**config.mk**
```make
export PLATFORM = sky130hd
export DESIGN_NAME = multi_debouncer
export DESIGN_NICKNAME = d
export VERILOG_FILES = /design/src/rtl/multi_debouncer_pkg.sv /design/src/rtl/multi_debouncer_channel.sv /design/src/rtl/multi_debouncer.sv
export SDC_FILE = /design/constraint.sdc
export NUM_CORES = 1
export LEC_CHECK = 0
export ABC_CLOCK_PERIOD_IN_PS = 2610
export CAP_MARGIN = 20
export CORE_ASPECT_RATIO = 1.25
export CORE_MARGIN = 3
export CORE_UTILIZATION = 57
export CTS_CLUSTER_DIAMETER = 30
export CTS_CLUSTER_SIZE = 12
export DETAILED_ROUTE_END_ITERATION = 7
export GPL_TIMING_DRIVEN = 0
export PLACE_DENSITY = 0.87
export SYNTH_ARGS = -nofsm -noshare
export SYNTH_HDL_FRONTEND = slang
export SYNTH_HIERARCHICAL = 1
export SYNTH_SLANG_ARGS = --single-unit
```
**constraint.sdc**
```tcl
create_clock -name CLK -period 2.61 [get_ports CLK]
set_clock_uncertainty 0.2 [all_clocks]
set_input_delay 0.783 -clock CLK [delete_from_list [all_inputs] [get_ports CLK]]
set_output_delay 0.783 -clock CLK [all_outputs]
set_load 0.02 [all_outputs]
```
**src/rtl/multi_debouncer_pkg.sv**
```systemverilog
// Shared types and elaboration helpers for the multi-channel debouncer.
// The optional long-press logic is enabled by MULTI_DEBOUNCER_LONG_PRESS_EN.
package multi_debouncer_pkg;

   typedef enum logic [1:0] {
      ST_IDLE_LO = 2'd0,
      ST_WAIT_HI = 2'd1,
      ST_IDLE_HI = 2'd2,
      ST_WAIT_LO = 2'd3
   } state_e;

   // The stability counter must hold STABLE_CNT-1 without wrapping.
   function automatic bit cnt_w_ok(input int cnt_w, input int stable_cnt);
      return (stable_cnt >= 2) && (cnt_w >= 1) && (cnt_w < 31) && ((1 << cnt_w) > stable_cnt);
   endfunction

endpackage

```
**src/rtl/multi_debouncer_channel.sv**
```systemverilog
// One debounced channel: 2-flop synchroniser, 4-state FSM and stability counter.
// With MULTI_DEBOUNCER_LONG_PRESS_EN defined, a saturating hold counter drives hold_o.
module debounce_channel
   import multi_debouncer_pkg::*;
#(
   parameter int STABLE_CNT = 16,
   parameter int CNT_W      = 5,
   parameter int LONG_CNT   = 1000
) (
   input  logic       clk_i,
   input  logic       rst_ni,
   input  logic       tick_i,
   input  logic       in_i,
   output logic       out_o,
   output logic       rise_o,
   output logic       fall_o,
   output logic [1:0] state_o,
   output logic       hold_o
);

   localparam logic [CNT_W-1:0] CNT_LAST = CNT_W'(STABLE_CNT - 1);

   if (LONG_CNT < 1) begin : g_bad_long_cnt
      $error("LONG_CNT must be at least 1");
   end

   logic [1:0]       sync_q;
   logic             s;
   state_e           state_q;
   logic [CNT_W-1:0] cnt_q;
   logic             out_q;
   logic             rise_q;
   logic             fall_q;

   always_ff @(posedge clk_i or negedge rst_ni) begin
      if (!rst_ni) begin
         sync_q <= 2'b00;
      end else begin
         sync_q <= {sync_q[0], in_i};
      end
   end

   assign s = sync_q[1];

   // A WAIT state is aborted by the first disagreeing sample, so cnt_q never passes CNT_LAST.
   always_ff @(posedge clk_i or negedge rst_ni) begin
      if (!rst_ni) begin
         state_q <= ST_IDLE_LO;
         cnt_q   <= '0;
         out_q   <= 1'b0;
         rise_q  <= 1'b0;
         fall_q  <= 1'b0;
      end else begin
         rise_q <= 1'b0;
         fall_q <= 1'b0;
         if (tick_i) begin
            case (state_q)
               ST_IDLE_LO: begin
                  if (s) begin
                     state_q <= ST_WAIT_HI;
                     cnt_q   <= CNT_W'(1);
                  end
               end
               ST_WAIT_HI: begin
                  if (!s) begin
                     state_q <= ST_IDLE_LO;
                     cnt_q   <= '0;
                  end else if (cnt_q == CNT_LAST) begin
                     state_q <= ST_IDLE_HI;
                     cnt_q   <= '0;
                     out_q   <= 1'b1;
                     rise_q  <= 1'b1;
                  end else begin
                     cnt_q <= cnt_q + CNT_W'(1);
                  end
               end
               ST_IDLE_HI: begin
                  if (!s) begin
                     state_q <= ST_WAIT_LO;
                     cnt_q   <= CNT_W'(1);
                  end
               end
               ST_WAIT_LO: begin
                  if (s) begin
                     state_q <= ST_IDLE_HI;
                     cnt_q   <= '0;
                  end else if (cnt_q == CNT_LAST) begin
                     state_q <= ST_IDLE_LO;
                     cnt_q   <= '0;
                     out_q   <= 1'b0;
                     fall_q  <= 1'b1;
                  end else begin
                     cnt_q <= cnt_q + CNT_W'(1);
                  end
               end
               default: begin
                  state_q <= ST_IDLE_LO;
                  cnt_q   <= '0;
               end
            endcase
         end
      end
   end

   assign out_o   = out_q;
   assign rise_o  = rise_q;
   assign fall_o  = fall_q;
   assign state_o = state_q;

`ifdef MULTI_DEBOUNCER_LONG_PRESS_EN
   localparam int HOLD_W = $clog2(LONG_CNT + 1);
   localparam logic [HOLD_W-1:0] HOLD_MAX = HOLD_W'(LONG_CNT);

   logic [HOLD_W-1:0] hold_cnt_q;

   // Clears on the same edge the FSM leaves IDLE_HI.
   always_ff @(posedge clk_i or negedge rst_ni) begin
      if (!rst_ni) begin
         hold_cnt_q <= '0;
      end else if ((state_q != ST_IDLE_HI) || (tick_i && !s)) begin
         hold_cnt_q <= '0;
      end else if (tick_i && (hold_cnt_q != HOLD_MAX)) begin
         hold_cnt_q <= hold_cnt_q + HOLD_W'(1);
      end
   end

   assign hold_o = (hold_cnt_q == HOLD_MAX);
`else
   assign hold_o = 1'b0;
`endif

endmodule

```
**src/rtl/multi_debouncer.sv**
```systemverilog
// N-channel debouncer: shared sample prescaler plus one debounce_channel per input.
// Define MULTI_DEBOUNCER_LONG_PRESS_EN to enable the per-channel HOLD long-press flags.
module multi_debouncer
   import multi_debouncer_pkg::*;
#(
   parameter int N_CH       = 4,
   parameter int TICK_DIV   = 100000,
   parameter int STABLE_CNT = 16,
   parameter int CNT_W      = 5,
   parameter int LONG_CNT   = 1000
) (
   input  logic              CLK,
   input  logic              RESET,
   input  logic [N_CH-1:0]   IN,
   output logic [N_CH-1:0]   OUT,
   output logic [N_CH-1:0]   RISE,
   output logic [N_CH-1:0]   FALL,
   output logic [2*N_CH-1:0] STATEVAL,
   output logic              TICK,
   output logic [N_CH-1:0]   HOLD
);

   localparam int PRE_W = (TICK_DIV > 1) ? $clog2(TICK_DIV) : 1;
   localparam logic [PRE_W-1:0] PRE_LAST = PRE_W'(TICK_DIV - 1);

   if (!cnt_w_ok(CNT_W, STABLE_CNT)) begin : g_bad_cnt_w
      $error("CNT_W too narrow for STABLE_CNT, or STABLE_CNT below 2");
   end
   if ((N_CH < 1) || (N_CH > 16) || (TICK_DIV < 1)) begin : g_bad_params
      $error("N_CH must be 1..16 and TICK_DIV at least 1");
   end

   logic [PRE_W-1:0] presc_q;
   logic [PRE_W-1:0] presc_d;
   logic             tick_q;

   always_comb begin
      presc_d = (presc_q == PRE_LAST) ? '0 : presc_q + PRE_W'(1);
   end

   // tick_q is high exactly while presc_q sits at its last count; TICK_DIV=1 holds it high.
   always_ff @(posedge CLK or negedge RESET) begin
      if (!RESET) begin
         presc_q <= '0;
         tick_q  <= 1'b0;
      end else begin
         presc_q <= presc_d;
         tick_q  <= (presc_d == PRE_LAST);
      end
   end

   assign TICK = tick_q;

   for (genvar gi = 0; gi < N_CH; gi++) begin : g_ch
      debounce_channel #(
         .STABLE_CNT (STABLE_CNT),
         .CNT_W      (CNT_W),
         .LONG_CNT   (LONG_CNT)
      ) u_ch (
         .clk_i   (CLK),
         .rst_ni  (RESET),
         .tick_i  (tick_q),
         .in_i    (IN[gi]),
         .out_o   (OUT[gi]),
         .rise_o  (RISE[gi]),
         .fall_o  (FALL[gi]),
         .state_o (STATEVAL[2*gi +: 2]),
         .hold_o  (HOLD[gi])
      );
   end

endmodule

```
==> results.md <==
Detailed routing:
- The average vias per placed instance is 5.83.
- Wires add up to roughly 5.8 mm.
- The detailed router finished its first iteration with around 170 violations.
- The total number of vias is around 2300.
- The wire length per cell after detailed routing is between 10 and 15 um.
- The length of the first detailed-routing pass in iterations is 4.
- The detail route stage leaves a number of antenna-violating nets equal to 0.
- The remaining routing DRC violations is 0.

Layout:
- The number of nets in the layout is ~340.
- The post-layout utilization of the core is 0.707.
- The number of inserted diodes is 0.
- The most common library cell in the layout ignoring fill and taps is dfrtp_1.
- In the layout the commonest cells are dfrtp_1, nand3_1, clkdlybuf4s50_1, nand2_1, o21ai_0.
- Of the cells placed in the final design, the portion with a size suffix greater than 1 is 0.113.
- Excluding fillers, the count of instances in the completed layout stands at ~400.
- Compared with the post-synthesis result, the final layout area differs by 16.5%.
- The number of filler cells placed in the layout is about 370.

Pwr:
- The leakage dissipation is about 1.8 nW.
- Dividing total power by cell area gives a power density of between 500 and 600 nW/um^2.
- The share of total power dissipated in sequential elements is 0.549.
- The power dissipated by switching net loads is 0.383 mW.
- The cell-internal power is between 1.5 and 2 mW.
- Of the total power, the clock network draws 0.427.
- The switching fraction of total power is 0.203.
- Across the VDD grid, the largest voltage drop is 445 uV.
- The combinational share of power is 0.023.

STA:
- The ratio of final minimum period to clock period is 0.947.
- The final-report hold violation count was 0.
- Setup repair after global routing left no endpoint under its margin.
- Based on the critical path, the design can be clocked at up to approximately 400 MHz.
- Subtracting the final worst setup slack from the clock period gives between 2 and 2.5 ns.
- The total negative slack is 0 ns.
- At the pin with the least slew margin, the transition time is 0.790 ns.
- The total count of max-transition violations in the final report is 0.
- Measured against its own limit, the worst slew margin works out to 0.473.
- Setup violations remaining at the end of the flow were counted as 0.

Clock tree:
- The H-tree depth is 3.
- The clock-pin slew on the worst setup and hold paths is 0.06 ns.
- The CTS tree is yes.
- Buffers added to address setup during post-CTS repair amount to 0.
- CTS placed an instance of clkbuf_8 at the clock tree root.
- Counting the buffers created by CTS gives 9.
- The number of clock sinks is 66.
- Clock latency on the worst-skew pair, taken at its later pin, is about 0.33 ns.
- The number of buffers inserted by hold repair at cts is 0.
- In this run the deepest clock path goes through 2 buffers.

Floorplan:
- The floorplan die area is 6540 um^2.
- The die boundary height is 89.7 um.
- The core area is 5260 um^2.
- For this configuration, the core starts out at a cell density of 0.607.
- The die span in x is between 70 and 80 um.
- 31 I/O pins were placed.
- The floorplan has 29 rows.

Placed design:
- The number of placed instances, taps included, is between 300 and 400.
- The placed wire-length estimate after detailed placement is 3.99 mm.
- Port buffering added 26 buffers.
- The routability congestion estimate from global placement is between 0.7 and 0.8.

Yosys:
- The synthesized area divided by synthesized cell count is around 11 um^2.
- For this run, the number of Yosys warnings is 6.
- The commonest register cell after synthesis is dfrtp_1.
- The register bit total from synthesis is between 60 and 70.
- The post-synth design cell area is 3190 um^2.
- The number of enable-type register cells in the synthesized netlist is 0.
- For this run, the register share of the synthesized area comes to 0.517.
- The share of synthesized area in the top cell type comes to 0.517.
- By area the synthesized netlist is led by dfrtp_1, xor2_1, nand3_1, nand4b_4, o21ai_0.
- The async set or reset register ratio after synthesis is 1.00.
- The synthesized netlist contains 47 unique library cells.
- The largest area contributor in the netlist is dfrtp_1.
- The number of cells produced by synthesis is slightly below 300.
- The number of nets in the synthesized netlist is around 310.

Worst setup path:
- The worst setup path is of the reg -> out kind.
- The register-to-register path setup slack is between 0.2 and 0.3 ns.
- For the worst setup path, the data arrival time is roughly 1.5 ns.
- STA classifies the critical path endpoint as a primary output.
- In this run the worst path has a maximum fanout of 9.
- The buffering stage count on the worst path with inverters included is 1.
- The type of origin of the critical path is a register.
- The biggest cell delay along the critical path is around 0.66 ns.
- The cell family with the largest share of critical-path delay is buffers and inverters.
- For this design, the slowest cell found on the critical path is clkdlybuf4s50_1.
- Data on the critical path is required at its endpoint by approximately 1.6 ns.
- Traced cell by cell, the critical path runs through clkdlybuf4s50_1.

Global routing:
- Entering global routing, the biggest net connects 67 pins.
- Across every metal layer, demand over resource in global routing totals 0.198.
- The global-route wire length before repair is slightly below 10 mm.
- The number of antenna violations at the first check in global routing is 0.
- The via count of the first global-routing pass is between 2000 and 2500.
- The aggregate global routing overflow is 0.

Flow run:
- The count of max-cap constraint violations is 0.

Hold path:
- The type of the worst min-delay path is reg -> reg.

Outcome:
- The flow ran to the end, and the final reports show no timing, DRC or antenna violations.
## Yosys cell counts, types with 2 or more instances
cell type / n
o2bb2ai_1: 8
or2_4: 4
nand3b_1: 4
nand3_1: 25
nor3_1: 11
nand4b_4: 4
conb_1: 4
nor2b_1: 6
and3_1: 6
xor2_1: 15
ha_1: 5
nand2_1: 21
nor4_1: 2
a31oi_1: 2
o21ai_1: 5
o311ai_1: 4
o21a_1: 4
nand4_1: 2
o21ai_0: 16
a21oi_1: 9
mux2i_1: 4
clkbuf_1: 4
o211ai_1: 4
buf_4: 4
mux2_4: 4
a32o_1: 4
xnor2_1: 6
nor2_1: 11
inv_1: 13
dfrtp_1: 66
## layout make-up
class                           instances  area [um^2]  share of cell area
Buffer                                 11         66.3              0.0178
Clock buffer                           12          145              0.0390
Clock inverter                          3         40.0              0.0108
Inverter                               13         48.8              0.0131
Multi-Input combinational cell        204         1430               0.385
Sequential cell                        66         1650               0.444
Tap cell                               62         77.6              0.0209
Timing Repair Buffer                   26          258              0.0693
## path summary, 6_finish.rpt
kind	start	endpoint	depth (start not counted)
worst min-delay path	g_ch[1].u_ch/sync_q[0]	g_ch[1].u_ch/sync_q[1]	0
worst max register to register	presc_q[0]	TICK	6
worst min register to register	g_ch[1].u_ch/sync_q[0]	g_ch[1].u_ch/sync_q[1]	0
worst max-delay path	g_ch[2].u_ch/state_o[0]	STATEVAL[4]	1
max in group asynchronous	RESET	presc_q[3]	1
min in group asynchronous	RESET	g_ch[0].u_ch/out_o	1
## through the flow
stage                     total power [mW]  worst slack [ns]  hold WS (ns)  instance area, um^2
after floorplan                       1.07             0.581         0.131                 3190
after global placement                1.10             -1.53         0.133                 3530
after detailed placement              1.10             0.205         0.138                 3530
after CTS                             1.91             0.124         0.158                 3710
after global routing                  1.96            0.0459         0.161                 3720
final                                 1.88             0.137         0.154                 3720
## flip-flops by register name, indices dropped and copies added (netlist names), named ones only
signal / count
g_ch.u_ch/cnt_q: 20
g_ch.u_ch/sync_q: 8
g_ch.u_ch/fall_o: 4
g_ch.u_ch/rise_o: 4
g_ch.u_ch/state_o: 4
presc_q: 17
TICK: 1
g_ch.u_ch/out_o: 4
## what timing repair did
action | in CTS | in global routing
resized for setup | 0 | 1
hold endpoints to repair | 0 | 0
endpoints found under the setup margin | 0 | 1
## metal layers
metal	global-route usage	part of all wire	vias up
li1	-	-	1134
met1	0.230	0.43	1128
met2	0.351	0.53	42
met3	0.0468	0.033	9
met4	0.0822	0.011	0
met5	0	0	-
## cell families after synthesis
group | count (synthesis) | share of synthesized area
fa+ha+maj | 5 | 0.0196
buf+inv | 24 | 0.0360
flops | 66 | 0.517
compound gates | 61 | 0.128
mux | 8 | 0.0313
other cells | 4 | 0.00470
simple gates | 105 | 0.206
xor+xnor | 21 | 0.0576
## power by group through the flow
| stage | Combinational (mW) | Sequential (mW) | Clock, mW |
|---|---|---|---|
| CTS | 0.0452 | 1.03 | 0.832 |
| finish | 0.0438 | 1.04 | 0.805 |
| global placement | 0.0448 | 1.05 | 0 |
| global route | 0.0504 | 1.03 | 0.876 |
| detailed placement | 0.0452 | 1.05 | 0 |
| floorplan | 0.0163 | 1.05 | 0 |
(Power assumes the default switching activity.)
